===== config.mk =====
export PLATFORM = sky130hd
export DESIGN_NAME = exec_controller
export DESIGN_NICKNAME = d
export VERILOG_FILES = /design/src/rtl/exec_controller.sv
export SDC_FILE = /design/constraint.sdc
export NUM_CORES = 1
export LEC_CHECK = 0
export ABC_AREA = 1
export CAP_MARGIN = 10
export CORE_MARGIN = 1.5
export CORE_UTILIZATION = 45
export DETAILED_ROUTE_END_ITERATION = 8
export PLACE_DENSITY = 0.62
export SYNTH_ARGS = -nofsm -noshare
export SYNTH_HDL_FRONTEND = slang
export SYNTH_HIERARCHICAL = 1
export SYNTH_SLANG_ARGS = --single-unit

===== constraint.sdc =====
create_clock -name clock -period 2.08 [get_ports clock]
set_clock_uncertainty 0.1 [all_clocks]
set_input_delay 0.312 -clock clock [delete_from_list [all_inputs] [get_ports clock]]
set_output_delay 0.312 -clock clock [all_outputs]
set_load 0.01 [all_outputs]

===== src/rtl/exec_controller.sv =====
// Run/stop execution controller for the processor front panel.
// A debounced run/stop button moves the machine between STOP and RUN, the
// control unit's halt flag parks it in HALTED until reset, and every accepted
// press is counted for the seven-segment display.
// Optional feature: define EXEC_STEP_EN to add a single-step button (step_n)
// that runs the machine for one phase-counter revolution (STEP state).

// Synchronizer plus level debouncer with a registered falling-edge press event.
module exec_debounce #(
  parameter int DEBOUNCE_CYCLES = 16,
  parameter int CNT_W           = 16
) (
  input  logic clock,
  input  logic reset,
  input  logic btn_n,
  output logic press
);

  localparam logic [CNT_W-1:0] CNT_LAST = CNT_W'(DEBOUNCE_CYCLES - 1);

  logic             sync1_q, sync1_d;
  logic             sync2_q, sync2_d;
  logic             level_q, level_d;
  logic             prev_q, prev_d;
  logic             press_q, press_d;
  logic [CNT_W-1:0] cnt_q, cnt_d;

  // Accept a new level only after it has been seen DEBOUNCE_CYCLES times in a row.
  always_comb begin
    sync1_d = btn_n;
    sync2_d = sync1_q;
    level_d = level_q;
    cnt_d   = '0;
    if (sync2_q != level_q) begin
      if (cnt_q == CNT_LAST) begin
        level_d = sync2_q;
      end else begin
        cnt_d = cnt_q + CNT_W'(1);
      end
    end
    prev_d  = level_q;
    press_d = prev_q & ~level_q;
  end

  // Idle level is "released" so a reset never fabricates a press.
  always_ff @(posedge clock) begin
    if (!reset) begin
      sync1_q <= 1'b1;
      sync2_q <= 1'b1;
      level_q <= 1'b1;
      prev_q  <= 1'b1;
      press_q <= 1'b0;
      cnt_q   <= '0;
    end else begin
      sync1_q <= sync1_d;
      sync2_q <= sync2_d;
      level_q <= level_d;
      prev_q  <= prev_d;
      press_q <= press_d;
      cnt_q   <= cnt_d;
    end
  end

  assign press = press_q;

endmodule

module exec_controller #(
  parameter int DEBOUNCE_CYCLES = 16,
  parameter int CNT_W           = 16
) (
  input  logic       clock,
  input  logic       reset,
  input  logic       exec_n,
`ifdef EXEC_STEP_EN
  input  logic       step_n,
`endif
  input  logic       halt,
  input  logic [2:0] phase,
  output logic       exec,
  output logic       start_pulse,
  output logic [1:0] state,
  output logic [3:0] press_cnt
);

  typedef enum logic [1:0] {
    ST_STOP   = 2'b00,
    ST_RUN    = 2'b01,
    ST_HALTED = 2'b10,
    ST_STEP   = 2'b11
  } state_t;

  state_t     state_q, state_d;
  logic       start_q, start_d;
  logic       phase_seen_q, phase_seen_d;
  logic [3:0] press_cnt_q, press_cnt_d;
  logic       exec_press;
  logic       step_press;

  exec_debounce #(
    .DEBOUNCE_CYCLES(DEBOUNCE_CYCLES),
    .CNT_W          (CNT_W)
  ) u_exec_db (
    .clock(clock),
    .reset(reset),
    .btn_n(exec_n),
    .press(exec_press)
  );

`ifdef EXEC_STEP_EN
  exec_debounce #(
    .DEBOUNCE_CYCLES(DEBOUNCE_CYCLES),
    .CNT_W          (CNT_W)
  ) u_step_db (
    .clock(clock),
    .reset(reset),
    .btn_n(step_n),
    .press(step_press)
  );
`else
  assign step_press = 1'b0;
`endif

  // Next state: halt beats a simultaneous press in RUN; HALTED only leaves via reset.
  always_comb begin
    state_d      = state_q;
    phase_seen_d = 1'b0;
    case (state_q)
      ST_STOP: begin
        if (exec_press) begin
          state_d = ST_RUN;
        end else if (step_press) begin
          state_d = ST_STEP;
        end
      end
      ST_RUN: begin
        if (halt) begin
          state_d = ST_HALTED;
        end else if (exec_press) begin
          state_d = ST_STOP;
        end
      end
      ST_HALTED: begin
        state_d = ST_HALTED;
      end
      ST_STEP: begin
        if (phase_seen_q && (phase == 3'd0)) begin
          state_d = ST_STOP;
        end else begin
          phase_seen_d = phase_seen_q | (phase != 3'd0);
        end
      end
      default: begin
        state_d = ST_STOP;
      end
    endcase
    start_d     = ((state_d == ST_RUN) || (state_d == ST_STEP)) && (state_d != state_q);
    press_cnt_d = press_cnt_q + {3'b000, exec_press};
  end

  // State, entry pulse and press counter registers.
  always_ff @(posedge clock) begin
    if (!reset) begin
      state_q      <= ST_STOP;
      start_q      <= 1'b0;
      phase_seen_q <= 1'b0;
      press_cnt_q  <= 4'd0;
    end else begin
      state_q      <= state_d;
      start_q      <= start_d;
      phase_seen_q <= phase_seen_d;
      press_cnt_q  <= press_cnt_d;
    end
  end

  assign exec        = (state_q == ST_RUN) || (state_q == ST_STEP);
  assign start_pulse = start_q;
  assign state       = state_q;
  assign press_cnt   = press_cnt_q;

endmodule

-- Word level (Yosys, flattened, before mapping)
Cells that the tools add are included.
- equal/unequal tests: 8
- reduce and logical (&&, ||, !) cells: 10
- mux-type cells: 5
- add/subtract/negate cells: 2
- bitwise gates (word level): 6
- operators by type and width (cell ; count):
    $add A16 B1 Y16 const B ; 1
    $eq A16 B4 Y1 const B ; 1
    $mux W2 ; 4
    $pmux W2 S4 ; 1
    $eq A2 B2 Y1 const B ; 3
    $reduce_or A3 Y1 ; 2
    $add A4 B1 Y4 ; 1
    $eq A2 B1 Y1 const B ; 2
    $not A1 Y1 ; 4
    $logic_not A3 Y1 ; 1
    $reduce_bool A3 Y1 ; 1
    $logic_and A1 B1 Y1 ; 2
    $logic_not A2 Y1 ; 1
    $logic_or A1 B1 Y1 ; 2
    $ne A2 B2 Y1 ; 1
    $reduce_and A2 Y1 ; 1
    $and A1 B1 Y1 ; 1
    $ne A1 B1 Y1 ; 1
    $or A1 B1 Y1 ; 1
- output and inout port bits: 8
- bits in registers: 29

-- Depth between registers and ports, before layout
Gate-level depths: netlist of the first run.
- word-level depth: 7
- gate-level depth with buffers: 9
- gate-level depth less buffers: 8

-- By module
The synthesis of the first run kept the hierarchy.
- by module, submodules not included (module ; cells an instance ; seq. area each (um^2) ; times used ; area an instance (um^2)):
    exec_debounce ; 149 ; 420.4 ; 1 ; 1007.2
    exec_controller ; 41 ; 160.2 ; 1 ; 345.3

-- Worst setup path after synthesis of the first run
OpenSTA, ideal clock, no wires.
- path type: register -> register
- from: register u_exec_db.cnt_q[0]
- to: register u_exec_db.cnt_q[7]
- buffers on the path: 1
- arrival: 1225 ps
- library setup time: 115 ps
- setup slack: 640 ps
- cell stages (with the launch flop): 10
- clock period less this slack: 1440 ps
- path through: dfxtp_1 -> ha_1 -> nand2_2 -> nor2_2 -> inv_1 -> nor2_1 -> nand2_1 -> nand2_2 -> buf_6 -> nor2_1
- longest elaborated chain between the ends: 2
- elaborated cells between the ends (all ways): 3
- ends and longest elaborated chain (item ; RTL line ; text):
    start: declaration ; 26 ; logic [CNT_W-1:0] cnt_q, cnt_d;
    start signal: assignment ; 60 ; cnt_q <= cnt_d;
    branches (longest 2 deep; another with $add A16 B1 Y16) ; -- ;
Several ways; the timed one is not identified.
A chain may end at the register's enable or synchronous reset.

-- Worst setup path after layout of the first run
- from: register state_q[0], in the netlist state[0]
- to: output port state[0]
- RTL lines (item ; RTL line ; text):
    start: declaration ; 93 ; state_t state_q, state_d;
    start signal: assignment ; 169 ; state_q <= state_d;
    end: declaration ; 82 ; output logic [1:0] state,
No word-level cell between the ends.

==> impl_summary.log, run 1 <==
[metrics] outcome: finished with violations
[metrics] failing checks: DRC
[metrics] PwrDens: between 500 and 600 nW/um2
[metrics] Core Footprint: 2810 um2
[metrics] NumNets Final: 220
[metrics] diodes inserted: 0
[metrics] clock tree from TritonCTS: yes
[metrics] number of antenna violations at the first check in global routing: 0
[metrics] clock input transition at the sequential cells of the worst setup and hold paths: roughly 0.1 ns
[metrics] setup slack after placement: slightly below 0.4 ns
[metrics] Hold Vio Cnt, Final: 0
[metrics] CP Data Arrival Time: ~1.4 ns
[metrics] All-Layer GR Usage: between 15 and 20%
[metrics] standard cell with the maximum stage delay on the critical path: sky130_fd_sc_hd__clkdlybuf4s50_1
[metrics] family of cells with the greatest summed delay on the critical path: buffers and inverters
[metrics] number of buffers inserted to repair setup after CTS: 0
[metrics] placer's final routability congestion estimate: 0.806
[metrics] routed via count divided by cell count: 5.02
[metrics] final setup violation count: 0
[metrics] most frequent cells in the layout: sky130_fd_sc_hd__nand2_1 (35), sky130_fd_sc_hd__nor2_1 (32), sky130_fd_sc_hd__dfxtp_1 (29), sky130_fd_sc_hd__inv_1 (27), sky130_fd_sc_hd__nand3_1 (21)
[metrics] violation count after the first detailed-routing iteration: 32
[metrics] Slew headroom: roughly 74%
[metrics] number of resized instances in the post-cts repair step: 0
[metrics] part of the power in combinational logic: ~2.8%
[metrics] first-pass GRT wire length: 4600 um
[metrics] area taken by multi-input logic gates: 641 um2
[metrics] count of nets left with antenna violations after detail routing: 0
[metrics] Critical R2R Launch: u_exec_db/cnt_q[0]$_SDFF_PP0_
[metrics] total negative slack: 0 ns
[metrics] number of cells on the worst reg-to-reg path: 8
[metrics] fraction of the core area covered by cells at the end of the flow: 56.2%
[metrics] category of the critical setup timing path: reg -> out
[metrics] transition time at the pin with the least slew margin: 0.392 ns
[metrics] final setup margin: slightly below 0.3 ns
[metrics] sequential standard cell area: about 580 um2
[metrics] Post-DP HPWL: about 2000 um
[metrics] Final Critical Period: approximately 1.8 ns
[metrics] sequential element share of the synthesized area: between 40% and 50%
[metrics] synthesized instance count: 190
[metrics] internal power consumption: approximately 700 uW
[metrics] effective utilization at floorplan: slightly below 50%
[metrics] Leakage: between 0.6 and 0.7 nW
[metrics] worst path cell trace: clkdlybuf4s50_1
[metrics] CP startpoint kind: flop
[metrics] worst reg2reg endpoint: u_exec_db/cnt_q[3]$_SDFF_PP0_
[metrics] hold buffer count at cts: 0
[metrics] Clk Latency, worst-skew pair: between 0.3 and 0.4 ns
[metrics] switching power: between 200 and 250 uW
[metrics] unrepaired setup endpoints after global routing: no
[metrics] H-tree depth reported by CTS: 2
[metrics] combined buffer and inverter count along the critical path: 1
[metrics] die width: a little under 60 um
[metrics] total of fill cells in the finished design: ~290
[metrics] overall die area: about 3300 um2
[metrics] source of the worst hold timing path: u_exec_db/prev_q$_SDFF_PN1_
[metrics] final routed wire length divided by cell count: around 11 um
[metrics] critical path required time: between 1.5 and 2 ns
[metrics] largest fanout of any net on the critical path: 6
[metrics] Worst Hold Depth: 2
[metrics] total routed wirelength: 2670 um
[metrics] Crit. End Element: output port
[metrics] count of unresolved DRC violations after routing: 2
[metrics] total CTS buffers: 5
[metrics] area grow syn2layout: 16.5%
[metrics] post-synthesis area per instance: 7.12 um2
[metrics] Initial DRT Pass Iterations: 6
[metrics] CTS Sinks: 29
[metrics] number of buffers inserted by port buffering: 14
[metrics] Final Cycle Share: between 80% and 90%
[metrics] area of all placed cells without fillers: between 1500 and 2000 um2
[metrics] max-cap violation count: 0
[metrics] path class of the lowest-slack min-delay path: reg -> reg
[metrics] total number of placement rows: 19
[metrics] number of vias after detailed routing: ~1,200
[metrics] Post-Syn Nets: 200
[metrics] total cell area at the placement stage: roughly 1500 um2
[metrics] sum of overflow across all layers after global routing: 0
[metrics] flop-to-flop setup slack: approximately 0.40 ns
[metrics] root buffer cell: sky130_fd_sc_hd__clkbuf_4
[metrics] maximum ir drop on the vdd rail: 0.469 mV
[metrics] Die Ht: approximately 58 um
[metrics] register share of total power: between 60% and 70%
[metrics] total standard cell area after synthesis: between 1000 and 1500 um2
[metrics] endpoint of the worst hold path: u_exec_db/press$_SDFF_PN0_
[metrics] Synth cell types: 23
[metrics] clock network power share: between 30% and 40%
[metrics] share of layout cells above drive strength 1: a little over a tenth
[metrics] most common library cell in the layout ignoring fill and taps: sky130_fd_sc_hd__nand2_1
[metrics] Synth warnings: 6
[metrics] IO Pins: 15
[metrics] total placed cells including tap cells: 234
[metrics] Highest Clock Rate: ~0.56 GHz
[metrics] via count of the first global-routing pass: between 1,000 and 1,500
[metrics] FF+latch count, synth: 29
[metrics] max-slew violation count: 0
[metrics] Bufs on Longest Clock Path: 2
[metrics] number of non-filler instances in the completed layout: between 200 and 250
[metrics] switch share: a little under a quarter
[metrics] largest net degree at the start of global routing: 16
[metrics] worst stage delay on the critical path: 0.58 ns
## per-layer routing
| layer | up-vias | track usage (%) | routed length [um] |
|---|---|---|---|
| met4 | 0 | 8.64 | 49 |
| met2 | 18 | 27.3 | 1220 |
| li1 | 638 | - | - |
| met5 | - | 0 | 0 |
| met1 | 554 | 23.7 | 1290 |
| met3 | 6 | 6.70 | 116 |
## cell usage after synthesis
master,number,area [um2]
sky130_fd_sc_hd__clkbuf_1,1,3.75
sky130_fd_sc_hd__nor2_1,32,120
sky130_fd_sc_hd__nand2_1,35,131
sky130_fd_sc_hd__nand3_1,21,105
sky130_fd_sc_hd__a21oi_2,2,17.5
sky130_fd_sc_hd__xnor2_1,4,35.0
sky130_fd_sc_hd__nand2_2,4,25.0
sky130_fd_sc_hd__nand4_1,6,37.5
sky130_fd_sc_hd__buf_6,1,11.3
sky130_fd_sc_hd__o211ai_2,1,12.5
sky130_fd_sc_hd__o31ai_1,1,7.51
sky130_fd_sc_hd__a21oi_1,9,45.0
sky130_fd_sc_hd__a211oi_1,1,7.51
sky130_fd_sc_hd__inv_1,27,101
sky130_fd_sc_hd__inv_2,3,11.3
sky130_fd_sc_hd__or2_2,3,18.8
sky130_fd_sc_hd__xor2_1,2,17.5
sky130_fd_sc_hd__clkinv_1,1,3.75
sky130_fd_sc_hd__dfxtp_1,29,581
sky130_fd_sc_hd__ha_1,3,37.5
sky130_fd_sc_hd__nor2_2,2,12.5
sky130_fd_sc_hd__o21ai_0,1,5.00
sky130_fd_sc_hd__o21ai_1,1,5.00
## power by group through the flow
stage          Sequential, mW  Clock [mW]  Combinational (mW)
5_1_grt                 0.559       0.362              0.0277
3_3_place_gp            0.572           0              0.0245
6_report                0.559       0.321              0.0250
3_5_place_dp            0.571           0              0.0252
2_1_floorplan           0.571           0             0.00876
4_1_cts                 0.559       0.334              0.0254
## worst max path at each step
stage | start | to | slack [ns] | cells after the start
6_report | state[0]$_SDFF_PN0_ | state[0] | 0.30 | 1
5_1_grt | state[0]$_SDFF_PN0_ | exec | 0.23 | 1
4_1_cts | state[0]$_SDFF_PN0_ | state[0] | 0.27 | 1
3_5_place_dp | reset | u_exec_db/cnt_q[3]$_SDFF_PP0_ | 0.39 | 5
3_3_place_gp | reset | u_exec_db/cnt_q[13]$_SDFF_PP0_ | 0.44 | 5
2_1_floorplan | u_exec_db/cnt_q[0]$_SDFF_PP0_ | u_exec_db/cnt_q[7]$_SDFF_PP0_ | 0.64 | 9
## flip-flops by register name, summed over array words and instances, names as in the netlist
signal,flops
u_exec_db/cnt_q,16
press_cnt,4
state,2
phase_seen_q,1
start_pulse,1
u_exec_db/level_q,1
u_exec_db/press,1
u_exec_db/prev_q,1
u_exec_db/sync1_q,1
u_exec_db/sync2_q,1
## stage by stage
stage               total power [mW]  hold slack, ns
finish                         0.904           0.318
global route                   0.949           0.342
CTS                            0.918           0.324
detailed placement             0.597           0.302
global placement               0.596           0.298
floorplan                      0.580           0.292
## layout make-up
type | instances | area share (%)
Sequential cell | 29 | 36.9
Clock inverter | 2 | 0.635
Multi-Input combinational cell | 128 | 40.7
Timing Repair Buffer | 15 | 9.37
Clock buffer | 6 | 2.62
Inverter | 31 | 7.39
Tap cell | 31 | 2.46
## cell families after synthesis
| kind of cell | synth area share, % |
|---|---|
| and+or+nand+nor | 33.3 |
| buffers and inverters | 9.71 |
| DFF | 42.9 |
| AOI/OAI and AO/OA | 7.40 |
| xor gates and xnor gates | 3.89 |
| adders and majority gates | 2.78 |
(Power assumes the default switching activity.)
==> run 2: changes to the inputs <==
Settings changed: GPL_ROUTABILITY_DRIVEN from default to 1.
==> results of run 2 <==
Same layout as run 1: the final DEF is identical, and so are final timing and power.
==> variant: new RTL, flow settings as in run 1 <==
`CNT_W` is set to 16 in 2 places; all go to 32.
--- a/src/rtl/exec_controller.sv
+++ b/src/rtl/exec_controller.sv
@@ -8,7 +8,7 @@
 // Synchronizer plus level debouncer with a registered falling-edge press event.
 module exec_debounce #(
   parameter int DEBOUNCE_CYCLES = 16,
-  parameter int CNT_W           = 16
+  parameter int CNT_W           = 32
 ) (
   input  logic clock,
   input  logic reset,
@@ -67,7 +67,7 @@
 
 module exec_controller #(
   parameter int DEBOUNCE_CYCLES = 16,
-  parameter int CNT_W           = 16
+  parameter int CNT_W           = 32
 ) (
   input  logic       clock,
   input  logic       reset,
Check against the original RTL: no difference found for any inputs over 10 cycles, from zero or initial values and one cycle with reset low; that may be too few to reach the edited logic, so the function may still have changed.
==> variant against run 1 <==
  * Fmax down 4.5%
  * Critical endpoint is now u_exec_db/cnt_q[18]
  * Design area is 80% higher
  * Sequential cell count grew 16
  * Hold slack lost 5.4 ps
  * Synthesized area increased by 85%
  * Wire length rose by 110%
  * Worst setup slack got worse by 84 ps
  * Highest routed layer unchanged
  * Total power rose by 74%
==> variant: results (changes against run 1) <==
critical_path:
  ff2ff_path_depth: 7  # -1
  critPathSlowestCell: "dfxtp_1"
  rr_endpoint: "u_exec_db/cnt_q[18]"
  crit_fanout: 21  # +15
  slowest_delay_ps: 400  # -180 ps
  rrSetupSlack_ps: 210  # -190 ps
  crit_arrival_ps: 1960  # +590 ps
run_status:
  status: "finished, final reports clean"
power:
  switchingPower_mw: 0.3064  # +50%
  power_frac_comb: 0.018  # -0.010
  irDropWorstVdd_mv: 0.2289  # -51%
  clock_power_share: 0.433  # +0.078
  leakagePower_nw: 1.210  # +86%
cells_and_area:
  fillers: 545  # +89%
  drive_gt1_frac: 0.06353  # -0.04548
  nNetsFinal: 434  # +97%
  diodes: 0  # unchanged
  largest_reg_flops: 32  # +16
drt:
  wl_per_cell_um: 11.13  # +0.85%
  detail_route.first_pass.iterations: 4  # -2
  vias: 2290  # +88%
  totalWireLength_um: 5508  # +110%
placed_design:
  place_hpwl_um: 4328  # +120%
  pre_cts_slack_ps: 94.46  # -292.5 ps
  gp_congestion: 0.8561  # +6.2%
synthesis:
  syn-num-nets: 416  # +110%
  syn_avg_cell_area_um2: 6.167  # -13%
  yosysSeqAreaShare: 0.3598  # -0.06941
  synth_common_cells: "nand2_1 (136), nor2_1 (103), inv_1 (48)"
grt:
  grt_use_total: 0.2098  # +0.02641
  grt_max_degree: 22  # +6
  grt_pass1_wl_um: 9998  # +120%
  grt_pass1_vias: 2241  # +110%
clock_tree:
  cts_root_buf: "clkbuf_8"
sta:
  tightest_slew_ps: 709.2  # +316.8 ps
job:
  maxCapViolCount: 0  # unchanged
==> variant: cells by family (layout without fill, tap and decap cells) <==
group | after synthesis | after routing | synth area share
flops | 45 | 45 | 0.3598
buf+inv | 56 | 75 | 0.09045
xor+xnor | 14 | 14 | 0.04898
compound gates | 8 | 8 | 0.02399
simple gates | 280 | 280 | 0.4618
fa+ha+maj | 3 | 3 | 0.01499
==> variant: worst max-delay path by stage <==
stage                            start             endpoint  slack [ps]  cells after the start
detailed placement  u_exec_db/cnt_q[0]  u_exec_db/cnt_q[18]          90                      7
global placement    u_exec_db/cnt_q[0]   u_exec_db/cnt_q[0]         140                      7
finish              u_exec_db/cnt_q[0]  u_exec_db/cnt_q[18]         210                      7
CTS                 u_exec_db/cnt_q[0]  u_exec_db/cnt_q[18]          90                      7
floorplan           u_exec_db/cnt_q[0]   u_exec_db/cnt_q[0]         460                      8
global route        u_exec_db/cnt_q[0]  u_exec_db/cnt_q[18]          10                      7
==> variant: layer usage <==
layer | part of all wire | GRT usage
met2 | 0.48 | 0.3687
met5 | 0 | 0
met3 | 0.036 | 0.03529
met1 | 0.46 | 0.2498
met4 | 0.024 | 0.08909
==> variant: stage by stage <==
step           power [mW]  hold WS, ps  utilization
6_report            1.575        312.2       0.5401
5_1_grt             1.638        330.0       0.5401
4_1_cts             1.600        316.8       0.5392
3_5_place_dp       0.9138        303.9       0.5170
3_3_place_gp       0.9136        297.4       0.5170
2_1_floorplan      0.8968        292.4            -
==> variant: cell type report <==
cell class	count	area (um2)	share of cell area
multi-input cells	305	1381	0.4883
flip-flops and latches	45	900.9	0.3184
inverters	52	195.2	0.06900
repair buffers	15	147.6	0.05219
well taps	70	87.58	0.03096
clock buffers	7	86.33	0.03052
clock inverters	1	30.03	0.01061
